$ cat config.mk
export PLATFORM = sky130hd
export DESIGN_NAME = m6502_bus_if
export DESIGN_NICKNAME = d
export VERILOG_FILES = /design/src/rtl/m6502_bus_if.sv
export SDC_FILE = /design/constraint.sdc
export NUM_CORES = 1
export LEC_CHECK = 0
export ABC_AREA = 1
export ABC_CLOCK_PERIOD_IN_PS = 3800
export CAP_MARGIN = 20
export CORE_ASPECT_RATIO = 1.4
export CORE_MARGIN = 2
export CORE_UTILIZATION = 40
export CTS_CLUSTER_DIAMETER = 150
export CTS_CLUSTER_SIZE = 10
export DETAILED_ROUTE_END_ITERATION = 8
export PLACE_DENSITY = 0.73
export REMOVE_ABC_BUFFERS = 1
export SLEW_MARGIN = 10
export SYNTH_ARGS = -nofsm -noshare
export SYNTH_HDL_FRONTEND = slang
export SYNTH_SLANG_ARGS = --single-unit
$ cat constraint.sdc
create_clock -name clk -period 3.8 [get_ports clk]
set_clock_uncertainty 0.2 [all_clocks]
set_input_delay 0.76 -clock clk [delete_from_list [all_inputs] [get_ports clk]]
set_output_delay 0.76 -clock clk [all_outputs]
set_load 0.01 [all_outputs]
$ cat src/rtl/m6502_bus_if.sv
// m6502_bus_if: bus interface unit between the m6502 core and the external system bus.
//
// A registered access sequencer gives each address region its own programmable wait-state
// count, then lets the external bus_rdy stretch the access further, with an optional timeout
// that completes the access with an error. All bus strobes and core handshake outputs are
// registered. The asynchronous irq_n/nmi_n/sob_n inputs are synchronised, and NMI becomes an
// edge-latched request.
//
// Ports:
//   clk, res_n                 clock, asynchronous active-low reset
//   core_req/we_n/addr/wdata/vpa  access request from the core (held until core_ack)
//   core_ack/err/rdata/busy    completion pulse, timeout flag, read data, access in progress
//   cfg_wait                   per-region wait counts, region r at [r*WAIT_W +: WAIT_W]
//   bus_addr/wdata/den/we_n/oe_n/vpab  external bus pins
//   bus_datai, bus_rdy         external read data and ready
//   irq_n, nmi_n, sob_n        asynchronous interrupt / set-overflow inputs
//   irq_sync_n, sob_sync_n     synchronised levels
//   nmi_pend, nmi_ack          latched NMI request and its clear
module m6502_bus_if #(
   parameter int unsigned ADDR_W      = 16,
   parameter int unsigned DATA_W      = 8,
   parameter int unsigned REGION_BITS = 2,
   parameter int unsigned WAIT_W      = 3,
   parameter int unsigned TIMEOUT     = 255,
   parameter int unsigned SYNC_STAGES = 2
) (
   input  logic                                  clk,
   input  logic                                  res_n,
   input  logic                                  core_req,
   input  logic                                  core_we_n,
   input  logic [ADDR_W-1:0]                     core_addr,
   input  logic [DATA_W-1:0]                     core_wdata,
   input  logic                                  core_vpa,
   output logic                                  core_ack,
   output logic                                  core_err,
   output logic [DATA_W-1:0]                     core_rdata,
   output logic                                  core_busy,
   input  logic [WAIT_W*(1<<REGION_BITS)-1:0]    cfg_wait,
   output logic [ADDR_W-1:0]                     bus_addr,
   output logic [DATA_W-1:0]                     bus_wdata,
   output logic                                  bus_den,
   output logic                                  bus_we_n,
   output logic                                  bus_oe_n,
   output logic                                  bus_vpab,
   input  logic [DATA_W-1:0]                     bus_datai,
   input  logic                                  bus_rdy,
   input  logic                                  irq_n,
   input  logic                                  nmi_n,
   input  logic                                  sob_n,
   output logic                                  irq_sync_n,
   output logic                                  sob_sync_n,
   output logic                                  nmi_pend,
   input  logic                                  nmi_ack
);

   localparam int unsigned NumRegions = 1 << REGION_BITS;
   localparam int unsigned TcntW      = (TIMEOUT > 0) ? $clog2(TIMEOUT + 1) : 1;

   typedef enum logic [1:0] {StIdle, StWait, StExt} state_e;

   state_e              state_q, state_d;
   logic [WAIT_W-1:0]   wcnt_q, wcnt_d;
   logic [TcntW-1:0]    tcnt_q, tcnt_d;
   logic                lat_we_n_q, lat_we_n_d;
   logic                lat_vpa_q, lat_vpa_d;
   logic [ADDR_W-1:0]   addr_q, addr_d;
   logic [DATA_W-1:0]   wdata_q, wdata_d;
   logic                ack_q, ack_d;
   logic                err_q, err_d;
   logic [DATA_W-1:0]   rdata_q, rdata_d;
   logic                busy_q, busy_d;
   logic                den_q, den_d;
   logic                we_n_q, we_n_d;
   logic                oe_n_q, oe_n_d;
   logic                vpab_q, vpab_d;

   logic [REGION_BITS-1:0] region;
   logic [WAIT_W-1:0]      wait_sel;
   logic                   complete;
   logic                   timed_out;

   assign region = core_addr[ADDR_W-1 -: REGION_BITS];

   always_comb begin
      wait_sel = '0;
      for (int r = 0; r < NumRegions; r++) begin
         if (region == REGION_BITS'(r)) wait_sel = cfg_wait[r*WAIT_W +: WAIT_W];
      end
   end

   always_comb begin
      state_d    = state_q;
      wcnt_d     = wcnt_q;
      tcnt_d     = tcnt_q;
      lat_we_n_d = lat_we_n_q;
      lat_vpa_d  = lat_vpa_q;
      addr_d     = addr_q;
      wdata_d    = wdata_q;
      ack_d      = 1'b0;
      err_d      = 1'b0;
      rdata_d    = rdata_q;
      complete   = 1'b0;
      timed_out  = 1'b0;

      unique case (state_q)
         StIdle: begin
            if (core_req) begin
               addr_d     = core_addr;
               wdata_d    = core_wdata;
               lat_we_n_d = core_we_n;
               lat_vpa_d  = core_vpa;
               wcnt_d     = wait_sel;
               tcnt_d     = '0;
               state_d    = (wait_sel != '0) ? StWait : StExt;
            end
         end
         StWait: begin
            wcnt_d = wcnt_q - WAIT_W'(1);
            if (wcnt_q == WAIT_W'(1)) begin
               state_d = StExt;
               tcnt_d  = '0;
            end
         end
         StExt: begin
            if (bus_rdy) begin
               complete = 1'b1;
            end else if ((TIMEOUT != 0) && (tcnt_q == TcntW'(TIMEOUT))) begin
               // Ready has been low for TIMEOUT cycles already; this is one too many.
               complete  = 1'b1;
               timed_out = 1'b1;
            end else begin
               tcnt_d = tcnt_q + TcntW'(1);
            end
         end
         default: state_d = StIdle;
      endcase

      if (complete) begin
         state_d = StIdle;
         ack_d   = 1'b1;
         err_d   = timed_out;
         if (lat_we_n_q) rdata_d = timed_out ? '1 : bus_datai;
      end

      // Strobes are registered from the next state so they change on the same edge as it.
      busy_d = (state_d != StIdle);
      if (busy_d) begin
         we_n_d = lat_we_n_d;
         oe_n_d = ~lat_we_n_d;
         den_d  = ~lat_we_n_d;
         vpab_d = ~lat_vpa_d;
      end else begin
         we_n_d = 1'b1;
         oe_n_d = 1'b1;
         den_d  = 1'b0;
         vpab_d = 1'b1;
      end
   end

   always_ff @(posedge clk or negedge res_n) begin
      if (!res_n) begin
         state_q    <= StIdle;
         wcnt_q     <= '0;
         tcnt_q     <= '0;
         lat_we_n_q <= 1'b1;
         lat_vpa_q  <= 1'b0;
         addr_q     <= '0;
         wdata_q    <= '0;
         ack_q      <= 1'b0;
         err_q      <= 1'b0;
         rdata_q    <= '0;
         busy_q     <= 1'b0;
         den_q      <= 1'b0;
         we_n_q     <= 1'b1;
         oe_n_q     <= 1'b1;
         vpab_q     <= 1'b1;
      end else begin
         state_q    <= state_d;
         wcnt_q     <= wcnt_d;
         tcnt_q     <= tcnt_d;
         lat_we_n_q <= lat_we_n_d;
         lat_vpa_q  <= lat_vpa_d;
         addr_q     <= addr_d;
         wdata_q    <= wdata_d;
         ack_q      <= ack_d;
         err_q      <= err_d;
         rdata_q    <= rdata_d;
         busy_q     <= busy_d;
         den_q      <= den_d;
         we_n_q     <= we_n_d;
         oe_n_q     <= oe_n_d;
         vpab_q     <= vpab_d;
      end
   end

   assign core_ack   = ack_q;
   assign core_err   = err_q;
   assign core_rdata = rdata_q;
   assign core_busy  = busy_q;
   assign bus_addr   = addr_q;
   assign bus_wdata  = wdata_q;
   assign bus_den    = den_q;
   assign bus_we_n   = we_n_q;
   assign bus_oe_n   = oe_n_q;
   assign bus_vpab   = vpab_q;

   // Interrupt synchronisers; stage 0 samples the pin.
   logic [SYNC_STAGES-1:0] irq_sync_q, nmi_sync_q, sob_sync_q;
   logic                   nmi_last_q;
   logic                   nmi_pend_q, nmi_pend_d;
   logic                   nmi_fall;

   assign nmi_fall   = nmi_last_q & ~nmi_sync_q[SYNC_STAGES-1];
   // A new falling edge wins over a simultaneous acknowledge so no request is lost.
   assign nmi_pend_d = nmi_fall | (nmi_pend_q & ~nmi_ack);

   always_ff @(posedge clk or negedge res_n) begin
      if (!res_n) begin
         irq_sync_q <= '1;
         nmi_sync_q <= '1;
         sob_sync_q <= '1;
         nmi_last_q <= 1'b1;
         nmi_pend_q <= 1'b0;
      end else begin
         irq_sync_q <= {irq_sync_q[SYNC_STAGES-2:0], irq_n};
         nmi_sync_q <= {nmi_sync_q[SYNC_STAGES-2:0], nmi_n};
         sob_sync_q <= {sob_sync_q[SYNC_STAGES-2:0], sob_n};
         nmi_last_q <= nmi_sync_q[SYNC_STAGES-1];
         nmi_pend_q <= nmi_pend_d;
      end
   end

   assign irq_sync_n = irq_sync_q[SYNC_STAGES-1];
   assign sob_sync_n = sob_sync_q[SYNC_STAGES-1];
   assign nmi_pend   = nmi_pend_q;

endmodule
Word-level counts from Yosys, hierarchy flattened
Cells that the tools add are included.
Storage, ports and cells
  logic and storage cells: 82
  flip-flop bits (word level): 62
Operators by class
  eq/ne operators: 11
  $add $sub $neg: 2
  bitwise logic cells: 7
  reductions and logical operators: 10
  mux-type cells: 32
Operators with widths (count)
  8-bit two-way mux: 5
  8-bit one-hot mux with 3 select lines: 1
  1-bit two-way mux: 15
  3-bit two-way mux: 5
  8-bit by 1-bit adder with 8-bit output, second input constant: 1
  8-bit == test, second input constant: 1
  2-bit two-way mux: 4
  2-bit inequality test, second input constant: 4
  2-bit == test, second input constant: 3
  2-bit one-hot mux with 3 select lines: 1
  3-bit one-hot mux with 2 select lines: 1
  2-bit AND reduction: 3
  3-bit nonzero test: 2
  5-bit AND reduction: 1
  2-bit by 1-bit == test with 1-bit output, second input constant: 2
  2-bit zero test: 2
  1-bit NOT: 4
  2-bit nonzero test: 2
  3-bit by 1-bit == test with 1-bit output, second input constant: 1
  3-bit by 1-bit subtractor with 3-bit output, second input constant: 1
  1-bit bitwise AND: 2
  1-bit bitwise OR: 1

Longest topological paths before layout
  depth in word-level cells: 12
  gate-level depth with buffers: 9
  depth with buffers taken out: 9

Worst setup path before layout
No wires, ideal clock.
  kind: input-to-reg
  start point: input core_req
  end point: register addr_q[0], in the netlist bus_addr[0]
  required time: 3.483 ns
  setup slack: 1.991 ns
  stages: 7
  arrival: 1.492 ns
  cell sequence: nand2_1 nor2_4 inv_2 buf_2 buf_2 nand2_1 nand2_1
Between the ends
  word-level cells in the longest chain between the ends: 1
Ends and longest elaborated chain
  from (decl): line 29  | input logic core_req,
  2-bit AND reduction (no line)
  to (signal assigned): line 183  | addr_q <= addr_d;
  to (decl): line 66  | logic [ADDR_W-1:0] addr_q, addr_d;
No other way between the ends.
A chain may end at the register's enable or synchronous reset.

Worst setup path in the final report
  start point: input core_req
  end point: register den_q, in the netlist bus_den
Between the ends
  elaborated cells on any way between the ends: 8
RTL lines
  1-bit two-way mux: line 107  | if (core_req) begin
  1-bit two-way mux: line 105  | unique case (state_q)
  net lat_we_n_d: line 64  | logic lat_we_n_q, lat_we_n_d;
  1-bit NOT: line 150  | den_d = ~lat_we_n_d;
  1-bit two-way mux: line 147  | if (busy_d) begin
  net den_d: line 72  | logic den_q, den_d;
  to (signal assigned): line 189  | den_q <= den_d;
  to (decl): line 72
The timed path passes the listed nets, and every way through them passes these cells.

==> flow_summary.yaml <==
timing:
  max_freq_mhz: 419
  layout_min_cycle_time_ns: 2.39
  grt_setup_unrepaired: "no"
  hold_violations: 0
  setup-violations-final: 0
  fin_crit_sh: 0.628
  worstMarginPinSlew_ns: 0.607
  fin_setup_tns_ns: 0
  maxSlewViolCount: 0
  slew_headroom: 0.595
setup_path:
  crit_end: "bus_den$_DFF_PN0_"
  crit_slowest_cell: "clkdlybuf4s50_1"
  crit_cells: 8
  worstPathArrival_ns: 2.43
  cp.required_ns: 3.84
  end_kind: "flip-flop"
  crit_start: "core_req"
  max_stage_delay_ns: 0.47
  path_buf_inv: 4
  critPathKind: "input port to flip-flop"
  reg2reg_setup_slack_ns: 1.86
  r2r-end: "bus_den$_DFF_PN0_"
  start_kind: "input port"
  reg2reg_depth: 8
  critPathMaxFanout: 30
  worstPathCellList: "clkdlybuf4s50_1 > nand2_1 > nor2_4 > buf_4 > inv_2 > o21ai_1 > inv_1 > a21oi_1"
  r2r-start: "state_q[0]$_DFF_PN0_"
  crit_family: "buffers and inverters"
yosys:
  synth_edf_count: 0
  synthDominantCellAreaShare: 0.486
  netlist_top_cells_area: "dfrtp_1 49%, nand2_1 16%, dfstp_2 11%"
  ys_seq_elements: 62
  synth_cell_types: 30
  ys_async_sr_fraction: 1.00
  syn_area_sq_um: 2630
  ys_seq_area_frac: 0.596
  synth_flop_cell: "dfrtp_1"
  yosysTopAreaCell: "dfrtp_1"
  avgSynthCellArea_sq_um: 9.31
  yosysWarnings: 0
  synth_cells: 282
pwr:
  totalPowerFinal_uw: 2660
  vdd_drop_max_v: 0.000347
  p_leak_uw: 0.00184
  p_per_area_nw_per_um2: 694
global_routing:
  grt_max_degree: 52
  grt_pass1_vias: 2251
  grt_usage: 0.172
  antenna_found_initial: 0
  gr-total-overflow: 0
  grt_pass1_wl_microns: 9730
cells_and_area:
  final_core_util: 0.609
  seq_area_sq_um: 1570
  fill_cells: 573
  syn_to_final_growth_pct: 46.0
  mostFrequentLayoutCells: "112 x nand2_1, 94 x clkdlybuf4s50_1, 51 x dfrtp_1"
  final_nets: 441
  drive_gt1_frac: 0.126
  multi_input_area_sq_um: 935
  final_common_cell: "nand2_1"
  antenna_cells: 0
drt:
  wirelength_microns: 5610
  drtIter0Drc: 94
  detail-route-antenna-nets: 0
  drt_pass1_iterations: 4
  drc: 0
  wl_per_cell_microns: 12.2
  vias_per_cell: 4.69
  vias: 2163
floorplanning:
  rows: 34
  core_area_sq_um: 6300
  ios: 96
  floorplan.die_area_sq_um: 7240
  initial_core_util: 0.417
  fp.dieH_microns: 99.9
  die_x_microns: 72.5
clock_network:
  hold_buffers: 0
  h-tree-depth: 3
  clkTransAtPathRegs_ns: 0.07
  post_cts_buffers: 0
  cts_tree: "built"
  cts_buffer_depth: 2
  clock_sinks: 62
  cts_resized: 0
  cts_root_buffer: "clkbuf_8"
  cts_inserted_buffers: 9
  insertion_delay_ns: 0.33
placed_design:
  portBuffers: 95
  finalWeightedCongestion: 0.843
  place_hpwl_microns: 4090
flow_run:
  drv_cap: 0
hold_path:
  hp-class: "flip-flop to flip-flop"
run_status:
  status: "finished, final reports clean"
[power breakdown]
part	total (uW)	leakage [uW]	internal [uW]	switching, uW
clock	549	0.0000883	300	249
sequential	1060	0.000763	916	140
combinational	1060	0.000990	540	516
[flip-flops by register name (all words and copies together), names as in the netlist, 2 cells and up]
| register | cells |
|---|---|
| sob_sync_q | 2 |
| state_q | 2 |
| bus_wdata | 8 |
| wcnt_q | 3 |
| tcnt_q | 8 |
| nmi_sync_q | 2 |
| bus_addr | 16 |
| irq_sync_q | 2 |
| core_rdata | 8 |
[logic make-up after synthesis]
family | Yosys count | share of synthesized area
xor+xnor | 4 | 0.0133
buf+inv | 29 | 0.0481
fa+ha+maj | 3 | 0.0143
simple gates | 148 | 0.241
compound gates | 36 | 0.0877
flops | 62 | 0.596
[per-stage QoR]
step	instances	setup slack, ns	cell area, sq um	hold WS, ns
global placement	445	1.14	3640	0.146
CTS	461	1.41	3830	0.159
global route	461	1.25	3830	0.167
detailed placement	445	1.09	3640	0.149
finish	461	1.41	3830	0.158
floorplan	275	1.69	2580	0.145
[cell usage after synthesis, types with 3 or more instances]
master    instances
xor2_1            4
nand3_1          12
nand2_1         112
dfstp_2          11
clkbuf_1          3
inv_2             9
nor2_4            3
o21ai_0           7
or2_1             3
nor2_1            6
dfrtp_1          51
nand2_2           5
o21bai_1          8
a21oi_1           4
inv_1            13
ha_1              3
o31ai_1           3
nand4_1           4
o21ai_1           7
[routing by layer]
metal,vias up,routed length [microns],track usage
met5,-,0,0
met4,0,64,0.0598
met3,7,312,0.0492
met2,67,2900,0.299
met1,991,2340,0.202
li1,1098,-,-
[cell type report]
| class | instances | share of cell area |
|---|---|---|
| clock buffer | 10 | 0.0333 |
| clock inverter | 6 | 0.0163 |
| inverter | 22 | 0.0215 |
| multi-input combinational | 191 | 0.244 |
| sequential | 62 | 0.408 |
| tap | 72 | 0.0235 |
| timing repair buffer | 98 | 0.253 |
[how the worst min path moves through the flow]
stage                                 start  cells past startpoint                 endpoint  slack [ns]
global route        irq_sync_q[0]$_DFF_PN1_                      0  irq_sync_q[1]$_DFF_PN1_        0.17
floorplan           irq_sync_q[0]$_DFF_PN1_                      0  irq_sync_q[1]$_DFF_PN1_        0.15
detailed placement  sob_sync_q[0]$_DFF_PN1_                      0  sob_sync_q[1]$_DFF_PN1_        0.15
finish              sob_sync_q[0]$_DFF_PN1_                      0  sob_sync_q[1]$_DFF_PN1_        0.16
global placement    sob_sync_q[0]$_DFF_PN1_                      0  sob_sync_q[1]$_DFF_PN1_        0.15
CTS                 sob_sync_q[0]$_DFF_PN1_                      0  sob_sync_q[1]$_DFF_PN1_        0.16
Power figures use the tool's default switching activity.
